## src/rtl/sar_scan_sequencer_if.sv

```systemverilog
// sar_scan_sequencer_if: converter-side bus between the scan sequencer and the 5-bit SAR ADC
interface sar_scan_sequencer_if #(parameter int CH_W = 2);
  logic            nStartCnv;
  logic            nEndCnv;
  logic [4:0]      dataOut;
  logic [CH_W-1:0] muxSel;
  modport master(output nStartCnv, muxSel, input nEndCnv, dataOut);
  modport slave(input nStartCnv, muxSel, output nEndCnv, dataOut);
endinterface

```

## src/rtl/sar_scan_sequencer.sv

```systemverilog
// sar_scan_sequencer: one-shot/continuous multi-channel scan controller for a 5-bit SAR ADC
module sar_scan_sequencer #(
  parameter int NUM_CH  = 4,
  parameter int CH_W    = 2,
  parameter int DIV_W   = 8,
  parameter int SETTLE  = 2,
  parameter int TIMEOUT = 63
) (
  input  logic                  clock,
  input  logic                  reset,
  input  logic                  enable,
  input  logic                  single,
  input  logic [NUM_CH-1:0]     chMask,
  input  logic [DIV_W-1:0]      interval,
  input  logic                  errClr,
  sar_scan_sequencer_if.master  cnv,
  output logic [NUM_CH*5-1:0]   resultBus,
  output logic [NUM_CH-1:0]     validMask,
  output logic                  scanDone,
  output logic                  busy,
  output logic                  timeoutErr
);
  localparam int TW = $clog2(TIMEOUT + 1);
  typedef enum logic [2:0] {S_IDLE, S_SETTLE, S_START, S_CONV, S_STORE, S_NEXT, S_INTERVAL} state_t;
  state_t state;
  logic [NUM_CH-1:0] scan_mask;
  logic [CH_W-1:0] mux_sel, first_ch, next_ch;
  logic [DIV_W-1:0] cnt;
  logic [TW-1:0] tcnt;
  logic n_start, has_next;
  assign cnv.nStartCnv = n_start;
  assign cnv.muxSel = mux_sel;
  always_comb begin
    first_ch = '0;
    next_ch = '0;
    has_next = 1'b0;
    for (int i = NUM_CH - 1; i >= 0; i--) begin
      if (chMask[i]) first_ch = CH_W'(i);
      if (scan_mask[i] && i > int'(mux_sel)) begin
        has_next = 1'b1;
        next_ch = CH_W'(i);
      end
    end
  end
  always_ff @(posedge clock or negedge reset) begin
    if (!reset) begin
      state <= S_IDLE;
      scan_mask <= '0;
      mux_sel <= '0;
      cnt <= '0;
      tcnt <= '0;
      n_start <= 1'b1;
      resultBus <= '0;
      validMask <= '0;
      scanDone <= 1'b0;
      busy <= 1'b0;
      timeoutErr <= 1'b0;
    end else begin
      scanDone <= 1'b0;
      if (errClr) timeoutErr <= 1'b0;
      case (state)
        S_IDLE:
          if ((enable || single) && |chMask) begin
            scan_mask <= chMask;
            mux_sel <= first_ch;
            cnt <= '0;
            busy <= 1'b1;
            state <= S_SETTLE;
          end
        S_SETTLE:
          if (cnt != DIV_W'(SETTLE - 1)) cnt <= cnt + 1'b1;
          else if (!cnv.nEndCnv) begin
            n_start <= 1'b0;
            tcnt <= '0;
            state <= S_START;
          end
        S_START, S_CONV:
          // a hung converter aborts the channel; the sticky flag set here overrides errClr
          if (tcnt == TW'(TIMEOUT - 1)) begin
            n_start <= 1'b1;
            validMask[mux_sel] <= 1'b0;
            timeoutErr <= 1'b1;
            state <= S_NEXT;
          end else begin
            tcnt <= tcnt + 1'b1;
            if (state == S_START && cnv.nEndCnv) begin
              n_start <= 1'b1;
              state <= S_CONV;
            end else if (state == S_CONV && !cnv.nEndCnv) state <= S_STORE;
          end
        S_STORE: begin
          resultBus[5*mux_sel +: 5] <= cnv.dataOut;
          validMask[mux_sel] <= 1'b1;
          state <= S_NEXT;
        end
        S_NEXT:
          if (has_next) begin
            mux_sel <= next_ch;
            cnt <= '0;
            state <= S_SETTLE;
          end else begin
            scanDone <= 1'b1;
            cnt <= '0;
            busy <= enable;
            state <= enable ? S_INTERVAL : S_IDLE;
          end
        S_INTERVAL:
          if (!enable) begin
            busy <= 1'b0;
            state <= S_IDLE;
          end else if (cnt != interval) cnt <= cnt + 1'b1;
          else if (|chMask) begin
            scan_mask <= chMask;
            mux_sel <= first_ch;
            cnt <= '0;
            state <= S_SETTLE;
          end else begin
            busy <= 1'b0;
            state <= S_IDLE;
          end
        default: state <= S_IDLE;
      endcase
    end
  end
endmodule

```

## src/flat_wrapper.sv

```systemverilog
// flat-port wrapper written by rule: the top's interface ports become plain ports
module sar_scan_sequencer_flat 
#(
  parameter int NUM_CH  = 4,
  parameter int CH_W    = 2,
  parameter int DIV_W   = 8,
  parameter int SETTLE  = 2,
  parameter int TIMEOUT = 63
)
  (clock, reset, enable, single, chMask, interval, errClr, resultBus, validMask, scanDone, busy, timeoutErr, cnv_nStartCnv, cnv_muxSel, cnv_nEndCnv, cnv_dataOut);
  sar_scan_sequencer_if #(.CH_W(CH_W)) cnv_i ();
  input  logic clock;
  input  logic reset;
  input  logic enable;
  input  logic single;
  input  logic [NUM_CH-1:0] chMask;
  input  logic [DIV_W-1:0] interval;
  input  logic errClr;
  output logic [NUM_CH*5-1:0] resultBus;
  output logic [NUM_CH-1:0] validMask;
  output logic scanDone;
  output logic busy;
  output logic timeoutErr;
  output wire logic [$bits(cnv_i.nStartCnv)-1:0] cnv_nStartCnv;
  output wire logic [$bits(cnv_i.muxSel)-1:0] cnv_muxSel;
  input wire logic [$bits(cnv_i.nEndCnv)-1:0] cnv_nEndCnv;
  input wire logic [$bits(cnv_i.dataOut)-1:0] cnv_dataOut;
  assign cnv_nStartCnv = cnv_i.nStartCnv;
  assign cnv_muxSel = cnv_i.muxSel;
  assign cnv_i.nEndCnv = cnv_nEndCnv;
  assign cnv_i.dataOut = cnv_dataOut;
  sar_scan_sequencer #(.NUM_CH(NUM_CH), .CH_W(CH_W), .DIV_W(DIV_W), .SETTLE(SETTLE), .TIMEOUT(TIMEOUT)) u_core (.clock(clock), .reset(reset), .enable(enable), .single(single), .chMask(chMask), .interval(interval), .errClr(errClr), .cnv(cnv_i), .resultBus(resultBus), .validMask(validMask), .scanDone(scanDone), .busy(busy), .timeoutErr(timeoutErr));
endmodule
```

## config.mk

```make
export PLATFORM = sky130hd
export DESIGN_NAME = sar_scan_sequencer_flat
export DESIGN_NICKNAME = d
export VERILOG_FILES = /design/src/rtl/sar_scan_sequencer_if.sv /design/src/rtl/sar_scan_sequencer.sv /design/src/flat_wrapper.sv
export SDC_FILE = /design/constraint.sdc
export NUM_CORES = 1
export LEC_CHECK = 0
export CORE_ASPECT_RATIO = 1.5
export CORE_MARGIN = 8
export CORE_UTILIZATION = 53
export DETAILED_ROUTE_END_ITERATION = 8
export PLACE_DENSITY_LB_ADDON = 0.2
export SLEW_MARGIN = 20
export SYNTH_ARGS = -nofsm -noshare
export SYNTH_HDL_FRONTEND = slang
export SYNTH_SLANG_ARGS = --single-unit
```

## constraint.sdc

```tcl
create_clock -name clock -period 2.3 [get_ports clock]
set_input_delay 0.46 -clock clock [delete_from_list [all_inputs] [get_ports clock]]
set_output_delay 0.46 -clock clock [all_outputs]
set_load 0.03 [all_outputs]
```

* Word level (Yosys, flattened, before mapping) *
Index checks and enable logic that the tools add are counted.

storage, ports and cells
  flip-flop bits (word level) = 51
  bits in latches = 0
  RAM bits = 0
  ROM bits = 0
  input bits = 23
  output and inout port bits = 30
  logic and storage cells = 139
  memories = 0

operators by class
  add/subtract/negate cells = 3
  multipliers = 1
  divide/modulo/power cells = 0
  $lt $le $gt $ge = 5
  eq/ne operators = 25
  shift operators = 2
  muxes and demuxes = 64
  bitwise gates (word level) = 3
  reduce and logical (&&, ||, !) cells = 25

operators by type and width
  cell                                                   number
  two-way mux 8 bit                                      5
  negation 5 -> 34 bit                                   1
  variable shift 5 x 34 -> 20 bit, first input constant  1
  variable part select 5 x 34 -> 20 bit                  1
  one-hot mux 8 bit (4 select lines)                     1
  two-way mux 3 bit                                      10
  two-way mux 2 bit                                      12
  bitwise mux 20 bit                                     1
  two-way mux 4 bit                                      5
  AND reduction 5 bit                                    4
  two-way mux 1 bit                                      19
  two-way mux 6 bit                                      3
  one-hot mux 3 bit (6 select lines)                     1
  one-hot mux 4 bit (2 select lines)                     2
  inequality test 2 bit, second input constant           6
  one-hot mux 6 bit (2 select lines)                     1
  inequality test 2 x 1 -> 1 bit, second input constant  5
  == test 3 bit, second input constant                   3
  adder 8 x 1 -> 8 bit, second input constant            1
  inequality test 8 x 1 -> 1 bit, second input constant  1
  inequality test 8 bit                                  1
  AND reduction 4 bit                                    2
  logical AND 1 bit                                      7
  adder 6 x 1 -> 6 bit, second input constant            1
  28 further kinds                                       34

* Logic depth before layout (Yosys ltp) *
Gate-level depths: netlist of run 1.

  depth in word-level cells = 8
  depth in mapped cells = 7

* Least setup slack after synthesis of run 1 *
Ideal clock, no wire load.

  kind = register to register
  from = register u_core.mux_sel[0] (netlist: u_core.cnv.muxSel[0])
  to = register u_core.state[1]
  arrival time = 1.966 ns
  required time = 2.152 ns
  path slack = 0.186 ns
  stages on the path, launching flop included = 8
  buffers on the path = 0
  period minus slack after synthesis = 2.114 ns
  cells stage by stage = dfrtp_1 inv_1 ha_1 or3b_2 nand2_1 nor3b_1 o21ai_0 o311ai_0

between the ends
  word-level cells in the longest chain between the ends = 7

RTL lines
  what                                    line                       text
  start: declaration                      sar_scan_sequencer.sv:27   logic [CH_W-1:0] mux_sel, first_ch, next_ch;
  start signal: assignment                sar_scan_sequencer.sv:65   mux_sel <= first_ch;
  start signal: assignment                sar_scan_sequencer.sv:98   mux_sel <= next_ch;
  start signal: assignment                sar_scan_sequencer.sv:114  mux_sel <= first_ch;
  greater-than comparator 2 bit           sar_scan_sequencer.sv:39   if (scan_mask[i] && i > int'(mux_sel)) begin
  logical AND 1 bit                       sar_scan_sequencer.sv:39
  two-way mux 1 bit (2 in a row)          sar_scan_sequencer.sv:39
  two-way mux 1 bit (*)                   sar_scan_sequencer.sv:39
  two-way mux 3 bit (*)                   sar_scan_sequencer.sv:97   if (has_next) begin
  one-hot mux 3 bit (6 select lines) (*)  sar_scan_sequencer.sv:61   case (state)
  end signal: assignment                  sar_scan_sequencer.sv:105  state <= enable ? S_INTERVAL : S_IDLE;
  end: declaration                        sar_scan_sequencer.sv:25   state_t state;

Mark *: on every way between the ends. The rest lies on a longest branch, timed or not.
A chain may end at the register's enable or synchronous reset.

* Worst setup path after layout of run 1 *
  from = input chMask[1]
  to = register u_core.mux_sel[1] (netlist: u_core.cnv.muxSel[1])

between the ends
  word-level cells in the longest chain between the ends = 6

RTL lines
  what                                line                       text
  start: declaration                  flat_wrapper.sv:16         input logic [NUM_CH-1:0] chMask;
  two-way mux 2 bit (2 in a row)      sar_scan_sequencer.sv:38   if (chMask[i]) first_ch = CH_W'(i);
  two-way mux 2 bit                   sar_scan_sequencer.sv:112  else if (|chMask) begin
  two-way mux 2 bit                   sar_scan_sequencer.sv:111  end else if (cnt != interval) cnt <= cnt + 1'b1;
  two-way mux 2 bit                   sar_scan_sequencer.sv:108  if (!enable) begin
  one-hot mux 2 bit (3 select lines)  sar_scan_sequencer.sv:61

Parallel ways exist; a longest one is shown, timed or not. The select of a mux whose other input is x is not followed.

==> impl_metrics.toml, run 1 <==
[status]
run_status = "finished, final reports clean"

[detailed_routing]
viasPerCell = 5.614
drc = 0
drt_iter0_drc = 101
vias = 2560
detail-route-antenna-nets = 0
firstDrtPassIters = 4
post_drt_wl_per_cell_um = 15.70
totalWireLength_mm = 7.158

[timing]
rsz0062_at_grt = "false"
clock-skew-final_ps = 5.023
fin_crit_sh = 0.9537
finalSetupViolCount = 0
fin_ws_ps = 106.4
fmax_mhz = 455.9
timing.hold.ws_ps = 210.4
tightest_slew_ps = 733.1
period_minus_slack_ps = 2194
final_max_slew_viol_count = 0
relSlewSlack = 0.5112
hold_viol_final = 0

[floorplan]
fp-row-count = 33
core_um2 = 5368
die_area_um2 = 8112
die_w_um = 76.26
pin_count = 53
start_util = 0.5378
die-height_um = 106.4

[clock_network]
holdBufCountCts = 0
cts_sinks = 50
clockRootBuffer = "clkbuf_8"
clk_latency_ps = 300
cts-buffers-inserted = 5
clockBufferDepth = 2
cts_tree = "built"
path_clk_slew_ps = 90
htreeDepth = 2

[final_layout]
final_cell_mix = "nand2_1 (58), clkdlybuf4s50_1 (51), dfrtp_1 (49)"
fin_cells = 456
drive_gt1_frac = 0.1269
final_nets = 420
n_antenna_cell = 0
layout_commonest_cell = "nand2_1"
area_growth_syn_to_layout_pct = 28.52

[synth]
ys.flop_type = "dfrtp_1"
syn_area_um2 = 2887
ys_ff_latch = 50
synth_edf_count = 0
synthCells = 311
syn_area_per_cell_um2 = 9.281
async_flop_share = 1.000
synth_nets = 345
yosysSeqAreaShare = 0.4339
synth_cell_type_count = 56
ys_warn_count = 0

[min_path]
hold_path_class = "in2async"

[setup_path]
crit_buf_inv = 2
critical_path_class = "in2reg"
startpoint_type = "input pin"
critical_path.slowest_cell = "or4_1"
cp_data_arrival_time_ps = 2370
crit_fanout = 6
cp_data_required_time_ps = 2470
cpLargestDelayFamily = "compound AO/OA/AOI/OAI gates"
crit_path_max_incr_delay_ps = 600
cp_cell_sequence = "clkdlybuf4s50_1 -> or4_1 -> a31oi_1 -> a2bb2oi_2 -> buf_4 -> o31a_1 -> a21oi_1"
crit_path_end_kind = "flop"

[grt]
grt_max_degree = 34
grt_overflow = 0
grt_use_total = 0.1833
grt_pass1_wl_mm = 12.44
antenna_found_initial = 0
first_global_vias = 2717

[place]
portBuffers = 52
pre_cts_ws_ps = -209.5
place.gp.congestion = 0.8516
dp_hpwl_mm = 5.720
dp.cells = 447

[pwr]
p_per_area_nw_per_um2 = 1283
ir_worst_vdd_mv = 0.7367
power_leakage_nw = 1.635

[job]
cap_violations = 0
==> logic make-up (layout without fill, tap and decap cells) <==
| kind of cell | Yosys count | count (layout) | share of synthesized area |
|---|---|---|---|
| adders and majority gates | 11 | 11 | 0.04768 |
| and+or+nand+nor | 132 | 132 | 0.2414 |
| muxes | 10 | 10 | 0.04031 |
| AOI/OAI and AO/OA | 77 | 77 | 0.1708 |
| DFF | 50 | 50 | 0.4339 |
| buffers and inverters | 19 | 94 | 0.02947 |
| xor gates and xnor gates | 12 | 12 | 0.03641 |
==> state kept, by name, indices dropped and copies added (netlist names), named ones only <==
signal                flops
u_core.scanDone           1
u_core.resultBus         20
u_core.state              3
u_core.timeoutErr         1
u_core.cnt                8
u_core.tcnt               6
u_core.busy               1
u_core.scan_mask          3
u_core.cnv.muxSel         2
u_core.cnv.nStartCnv      1
==> cell type report <==
class	count	area (µm²)
fillers	463	1658
multi-input cells	242	1549
flip-flops and latches	50	1252
repair buffers	76	695.7
well taps	70	87.58
clock buffers	5	68.82
inverters	11	41.29
clock inverters	2	15.01
==> synth_stat cells, drive strengths merged, types with 2 or more instances <==
cell type	number	area, µm²
or3	2	17.52
nand3	13	65.06
nand2	58	217.7
o22ai	4	25.02
o21ai	33	165.2
dfrtp	49	1226
or4b	3	30.03
nor4	5	58.80
buf	6	36.28
xnor2	2	17.52
and3	4	26.28
a41o	2	20.02
nor2	16	60.06
nor3	8	55.05
mux2i	6	60.06
a31oi	5	31.28
and2	2	12.51
o41ai	4	35.03
nand3b	2	15.01
clkbuf	2	7.510
a22o	4	35.03
inv	11	41.29
xor2	10	87.58
nor3b	4	30.03
o21bai	3	22.52
nand4	2	12.51
ha	11	137.6
nor2b	6	37.54
mux2	4	56.30
a21oi	11	55.05
==> power by group <==
group	leakage, nW	total (mW)	switching, mW	internal [mW]
Sequential	0.616	1.54	0.299	1.24
Clock	0.0362	0.502	0.294	0.208
Combinational	0.983	2.72	1.53	1.18
Total	1.63	4.76	2.13	2.63
==> worst register-to-register path, delay by kind of cell, from the launching register on <==
kind          cells  cell delay [ps]
buf+inv           1              260
flops             1              600
mux               2              580
simple gates      2              490
==> worst paths after layout <==
path	start	to	slack, ps	cells past startpoint
setup / recovery	chMask[1]	u_core.cnv.muxSel[1]	110	7
setup reg to reg	u_core.state[2]	u_core.scan_mask[1]	260	5
min in group clock	u_core.resultBus[0]	u_core.resultBus[0]	480	2
max in group asynchronous	reset	u_core.scanDone	1440	2
hold reg to reg	u_core.resultBus[0]	u_core.resultBus[0]	480	2
hold / removal	reset	u_core.timeoutErr	210	1
==> repair_timing <==
action,in CTS,in global routing
setup endpoints to repair,0,4
resized for setup,0,0
setup buffers,0,2
==> metrics by stage <==
step                      power (mW)  utilization  TNS [ps]  instance area, µm²
final                          4.761       0.6911         0                3710
after detailed placement       4.258       0.6727     -2113                3611
after CTS                      4.757       0.6883         0                3695
after global placement         4.197       0.6727     -1278                3611
after floorplan                3.265            -         0                2887
after global routing           5.123       0.6911         0                3710
==> per-layer routing <==
| layer | track usage | vias up | part of all wire |
|---|---|---|---|
| met2 | 0.3596 | 57 | 0.56 |
| met1 | 0.1741 | 1218 | 0.37 |
| met5 | 0 | - | 0 |
| li1 | - | 1266 | - |
| met3 | 0.04561 | 19 | 0.046 |
| met4 | 0.07735 | 0 | 0.029 |
No activity file was read; power rests on OpenSTA's default activity.
==> run 2, diff against run 1 <==
CTS_BUF_LIST = sky130_fd_sc_hd__clkbuf_16   (was not set)
clock period = 2.4 ns   (was 2.3 ns; I/O delays follow)
==> impl_metrics.toml, run 2 (same netlist as run 1, synthesis figures left out) <==
[place]
place.gp.congestion = 0.9147
portBuffers = 52
place_area_um2 = 3603
dp_hpwl_mm = 5.680

[clock_network]
path_clk_slew_ps = 70
cts_resized = 0
postCtsSetupBuffers = 0
cts_tree = "built"
holdBufCountCts = 0
htreeDepth = 2
clk_latency_ps = 280
cts_sinks = 50
clockRootBuffer = "clkbuf_16"
cts-buffers-inserted = 5
clockBufferDepth = 2

[grt]
grtUsageMet3 = 0.04307
grt_pass1_wl_mm = 12.59
grt_use_total = 0.1875
busiest_layer = "met2"
use_met1 = 0.1848
grt_overflow = 0
grt_max_degree = 36
antenna_found_initial = 0
grt_use_met2 = 0.3639
first_global_vias = 2574

[timing]
relSlewSlack = 0.4817
final_max_slew_viol_count = 0
period_minus_slack_ps = 2258
tightest_slew_ps = 777.4
fin_crit_sh = 0.9408
clock-skew-final_ps = 4.734
fmax_mhz = 442.9
hold_viol_final = 0
rsz0062_at_grt = "false"
finalSetupViolCount = 0

[final_layout]
stdcell_area_um2 = 3750
largest-register = "u_core.resultBus"
area_growth_syn_to_layout_pct = 29.91
drive_gt1_frac = 0.1227
final_util = 0.6986
largest_reg_flops = 20
final_cell_mix = "nand2_1 (58), clkdlybuf4s50_1 (51), dfrtp_1 (49)"
n_antenna_cell = 0
final_nets = 417
top_regs = "u_core.resultBus (20), u_core.cnt (8), u_core.tcnt (6)"
layout_commonest_cell = "nand2_1"
nFillCells = 430

[floorplan]
die_area_um2 = 8112
start_util = 0.5378
die-height_um = 106.4
die_w_um = 76.26
fp-row-count = 33
core_um2 = 5368
pin_count = 53

[pwr]
switching_share = 0.4330
p_sw_mw = 2.060
ir_worst_vdd_mv = 0.6367
pwr-share-clk = 0.143
p_int_mw = 2.698
p_seq_frac = 0.312
power_leakage_nw = 1.649
p_comb_frac = 0.545
p_per_area_nw_per_um2 = 1269

[detailed_routing]
viasPerCell = 5.669
vias = 2568
detail-route-antenna-nets = 0
totalWireLength_mm = 7.324
firstDrtPassIters = 4
post_drt_wl_per_cell_um = 16.17
drc = 0
drt_iter0_drc = 85

[setup_path]
startpoint_type = "input pin"
cp_data_required_time_ps = 2610
crit_path_max_incr_delay_ps = 610
reg2reg_depth = 6
crit_path_end_kind = "flop"
critical_path.slowest_cell = "or4_1"
cp_data_arrival_time_ps = 2470
crit_fanout = 8
cp_cell_sequence = "clkdlybuf4s50_1 -> or4_1 -> a31oi_1 -> a2bb2oi_2 -> nor2_1 -> a21oi_1"
crit_buf_inv = 1
worst-path-stages = 6
worst-r2r-setup-slack_ps = 370
cpLargestDelayFamily = "simple AND/OR/NAND/NOR gates"
timing.rr.end = "u_core.cnt[7]"
critical_path_class = "in2reg"
reg2reg_from = "u_core.state[2]"

[min_path]
hold_path_class = "in2async"

[job]
cap_violations = 0

[status]
run_status = "finished, final reports clean"
run 2: changes by cell type in the layout (fill, tap and decap cells not counted):
cell,before,now
buf_4,24,21
nor4b_2,0,1
clkbuf_8,5,0
nor4b_1,1,0
clkbuf_16,0,5
run 2: worst max path at each step:
stage                         start              endpoint
3_3_place_gp              chMask[1]   u_core.scan_mask[3]
6_report                  chMask[1]  u_core.cnv.muxSel[1]
4_1_cts                   chMask[1]         u_core.cnt[7]
2_1_floorplan  u_core.cnv.muxSel[0]       u_core.state[1]
5_1_grt                   chMask[1]  u_core.cnv.muxSel[1]
3_5_place_dp              chMask[1]         u_core.cnt[5]
run 2: cell type report:
cell class | count | area (µm²) | share of cell area
clock inverters | 2 | 15.01 | 0.004004
clock buffers | 5 | 125.1 | 0.03337
multi-input cells | 242 | 1555 | 0.4147
flip-flops and latches | 50 | 1252 | 0.3340
well taps | 70 | 87.58 | 0.02336
inverters | 11 | 41.29 | 0.01101
repair buffers | 73 | 673.1 | 0.1795
run 2: power by group through the flow:
| stage | logic [mW] | clock network, mW | registers, mW |
|---|---|---|---|
| 5_1_grt | 2.84 | 0.722 | 1.54 |
| 2_1_floorplan | 1.24 | 0 | 1.89 |
| 4_1_cts | 2.60 | 0.691 | 1.48 |
| 3_3_place_gp | 2.55 | 0 | 1.48 |
| 3_5_place_dp | 2.60 | 0 | 1.50 |
| 6_report | 2.59 | 0.682 | 1.48 |
run 2: worst reg2reg max path, delay by kind of cell, from the launching register on:
family,cells,cell delay (ps)
simple gates,2,650
flops,1,520
buf+inv,2,470
mux,2,310
run 2: per-stage QoR:
step                      setup TNS [ps]  worst slack [ps]  power, mW  instances  hold WS (ps)
after global placement            -283.8            -55.88      4.034        446         460.7
final                                  0             142.1      4.757        453         273.9
after CTS                              0             202.5      4.778        453         298.0
after floorplan                        0             286.2      3.129        311         184.4
after detailed placement          -699.9            -88.40      4.091        446         473.1
after global routing                   0             53.75      5.094        453         339.2
run 2: routing by layer:
metal / vias to the layer above / part of all wire
met5: - / 0
met4: 0 / 0.022
met3: 13 / 0.041
met2: 62 / 0.56
met1: 1235 / 0.38
li1: 1258 / -
==> run 3, diff against run 2 <==
MAX_ROUTING_LAYER = met4   (was not set)
==> impl_metrics.toml, run 3 (same netlist as run 1, synthesis figures left out) <==
[place]
place.gp.congestion = 0.9306
place_area_um2 = 3603
portBuffers = 52
dp_hpwl_mm = 5.680

[setup_path]
cp_data_required_time_ps = 2610
critical_path_class = "in2reg"
crit_buf_inv = 1
cp_cell_sequence = "clkdlybuf4s50_1 -> or4_1 -> a31oi_1 -> a2bb2oi_2 -> nor2_1 -> a21oi_1"
reg2reg_from = "u_core.state[2]"
critical_path.slowest_cell = "or4_1"
crit_path_max_incr_delay_ps = 610
worst-r2r-setup-slack_ps = 380
reg2reg_depth = 6
crit_fanout = 8
timing.rr.end = "u_core.cnt[7]"
startpoint_type = "input pin"
cp_data_arrival_time_ps = 2440
crit_path_end_kind = "flop"
startpoint = "chMask[1]"
cpLargestDelayFamily = "simple AND/OR/NAND/NOR gates"

[floorplan]
die-height_um = 106.4
die_area_um2 = 8112
die_w_um = 76.26
start_util = 0.5378
core_um2 = 5368
fp-row-count = 33
pin_count = 53

[pwr]
p_comb_frac = 0.544
pwr-share-clk = 0.144
switching_share = 0.4323
fin_total_pwr_mw = 4.752
power_leakage_nw = 1.649
p_int_mw = 2.698
p_seq_frac = 0.312
ir_worst_vdd_mv = 0.6349
p_sw_mw = 2.054
p_per_area_nw_per_um2 = 1267

[min_path]
hold_path_class = "in2async"

[grt]
grt_pass1_wl_mm = 12.60
antenna_found_initial = 0
grt_overflow = 0
grt_max_degree = 36
first_global_vias = 2579
grt_use_total = 0.1928

[detailed_routing]
detail-route-antenna-nets = 0
drc = 0
post_drt_wl_per_cell_um = 16.10
totalWireLength_mm = 7.293
drt_iter0_drc = 111
viasPerCell = 5.709
vias = 2586
firstDrtPassIters = 4

[clock_network]
clockBufferDepth = 2
htreeDepth = 2
cts_resized = 0
holdBufCountCts = 0
postCtsSetupBuffers = 0
path_clk_slew_ps = 70
cts_tree = "built"
clk_latency_ps = 290
clockRootBuffer = "clkbuf_16"
cts_sinks = 50
cts-buffers-inserted = 5

[timing]
clock-skew-final_ps = 6.904
fmax_mhz = 450.1
final_max_slew_viol_count = 0
rsz0062_at_grt = "false"
relSlewSlack = 0.4913
tightest_slew_ps = 763.0
hold_viol_final = 0
finalSetupViolCount = 0
fin_crit_sh = 0.9258
final.setup.tns_ps = 0
period_minus_slack_ps = 2222

[final_layout]
top_regs = "u_core.resultBus (20), u_core.cnt (8), u_core.tcnt (6)"
largest-register = "u_core.resultBus"
area_growth_syn_to_layout_pct = 29.91
layout_commonest_cell = "nand2_1"
largest_reg_flops = 20
drive_gt1_frac = 0.1227
n_antenna_cell = 0
final_util = 0.6986
final_cell_mix = "nand2_1 (58), clkdlybuf4s50_1 (51), dfrtp_1 (49)"
final_nets = 417
stdcell_area_um2 = 3750

[job]
cap_violations = 0

[status]
run_status = "finished, final reports clean"
-- run 3: cell counts in the layout (fill, tap and decap cells not counted) --
No cell type changed its count.
-- run 3: worst register-to-register path, cell delays in order (launching register included) --
cell and delay [ps]:
dfrtp_1 520, inv_1 300, mux2i_1 160, nor3_2 510, nor4_1 140, buf_4 160
mux2i_1 150
-- run 3: metal layers --
layer | up-vias | part of all wire | GRT usage
met5 | - | 0 | -
met4 | 0 | 0.024 | 0.07597
met3 | 14 | 0.046 | 0.04307
met2 | 71 | 0.56 | 0.3639
met1 | 1237 | 0.37 | 0.1843
li1 | 1264 | - | -
-- run 3: per-stage QoR --
step / worst slack, ps / hold WS, ps / std cells
after floorplan: 286.2 / 184.4 / 311
after global placement: -55.88 / 460.7 / 446
after detailed placement: -88.40 / 473.1 / 446
after CTS: 202.5 / 298.0 / 453
after global routing: 53.55 / 337.1 / 453
final: 178.1 / 266.2 / 453
-- run 3: layout make-up --
class | count | area [µm²]
Fill cell | 430 | 1618
Multi-Input combinational cell | 242 | 1555
Sequential cell | 50 | 1252
Timing Repair Buffer | 73 | 673.1
Clock buffer | 5 | 125.1
Tap cell | 70 | 87.58
Inverter | 11 | 41.29
Clock inverter | 2 | 15.01
-- run 3: power groups by stage --
stage	combinational [mW]	sequential, mW	clock, mW
finish	2.59	1.48	0.684
global route	2.84	1.54	0.722
CTS	2.60	1.48	0.691
detailed placement	2.60	1.50	0
global placement	2.55	1.48	0
floorplan	1.24	1.89	0
-- run 3: worst max-delay path by stage --
stage                            to  slack (ps)  depth (start not counted)
2_1_floorplan       u_core.state[1]         290                          7
3_3_place_gp    u_core.scan_mask[3]         -60                          6
3_5_place_dp          u_core.cnt[5]         -90                          6
4_1_cts               u_core.cnt[7]         200                          7
5_1_grt        u_core.cnv.muxSel[1]          50                          6
6_report       u_core.cnv.muxSel[1]         180                          6
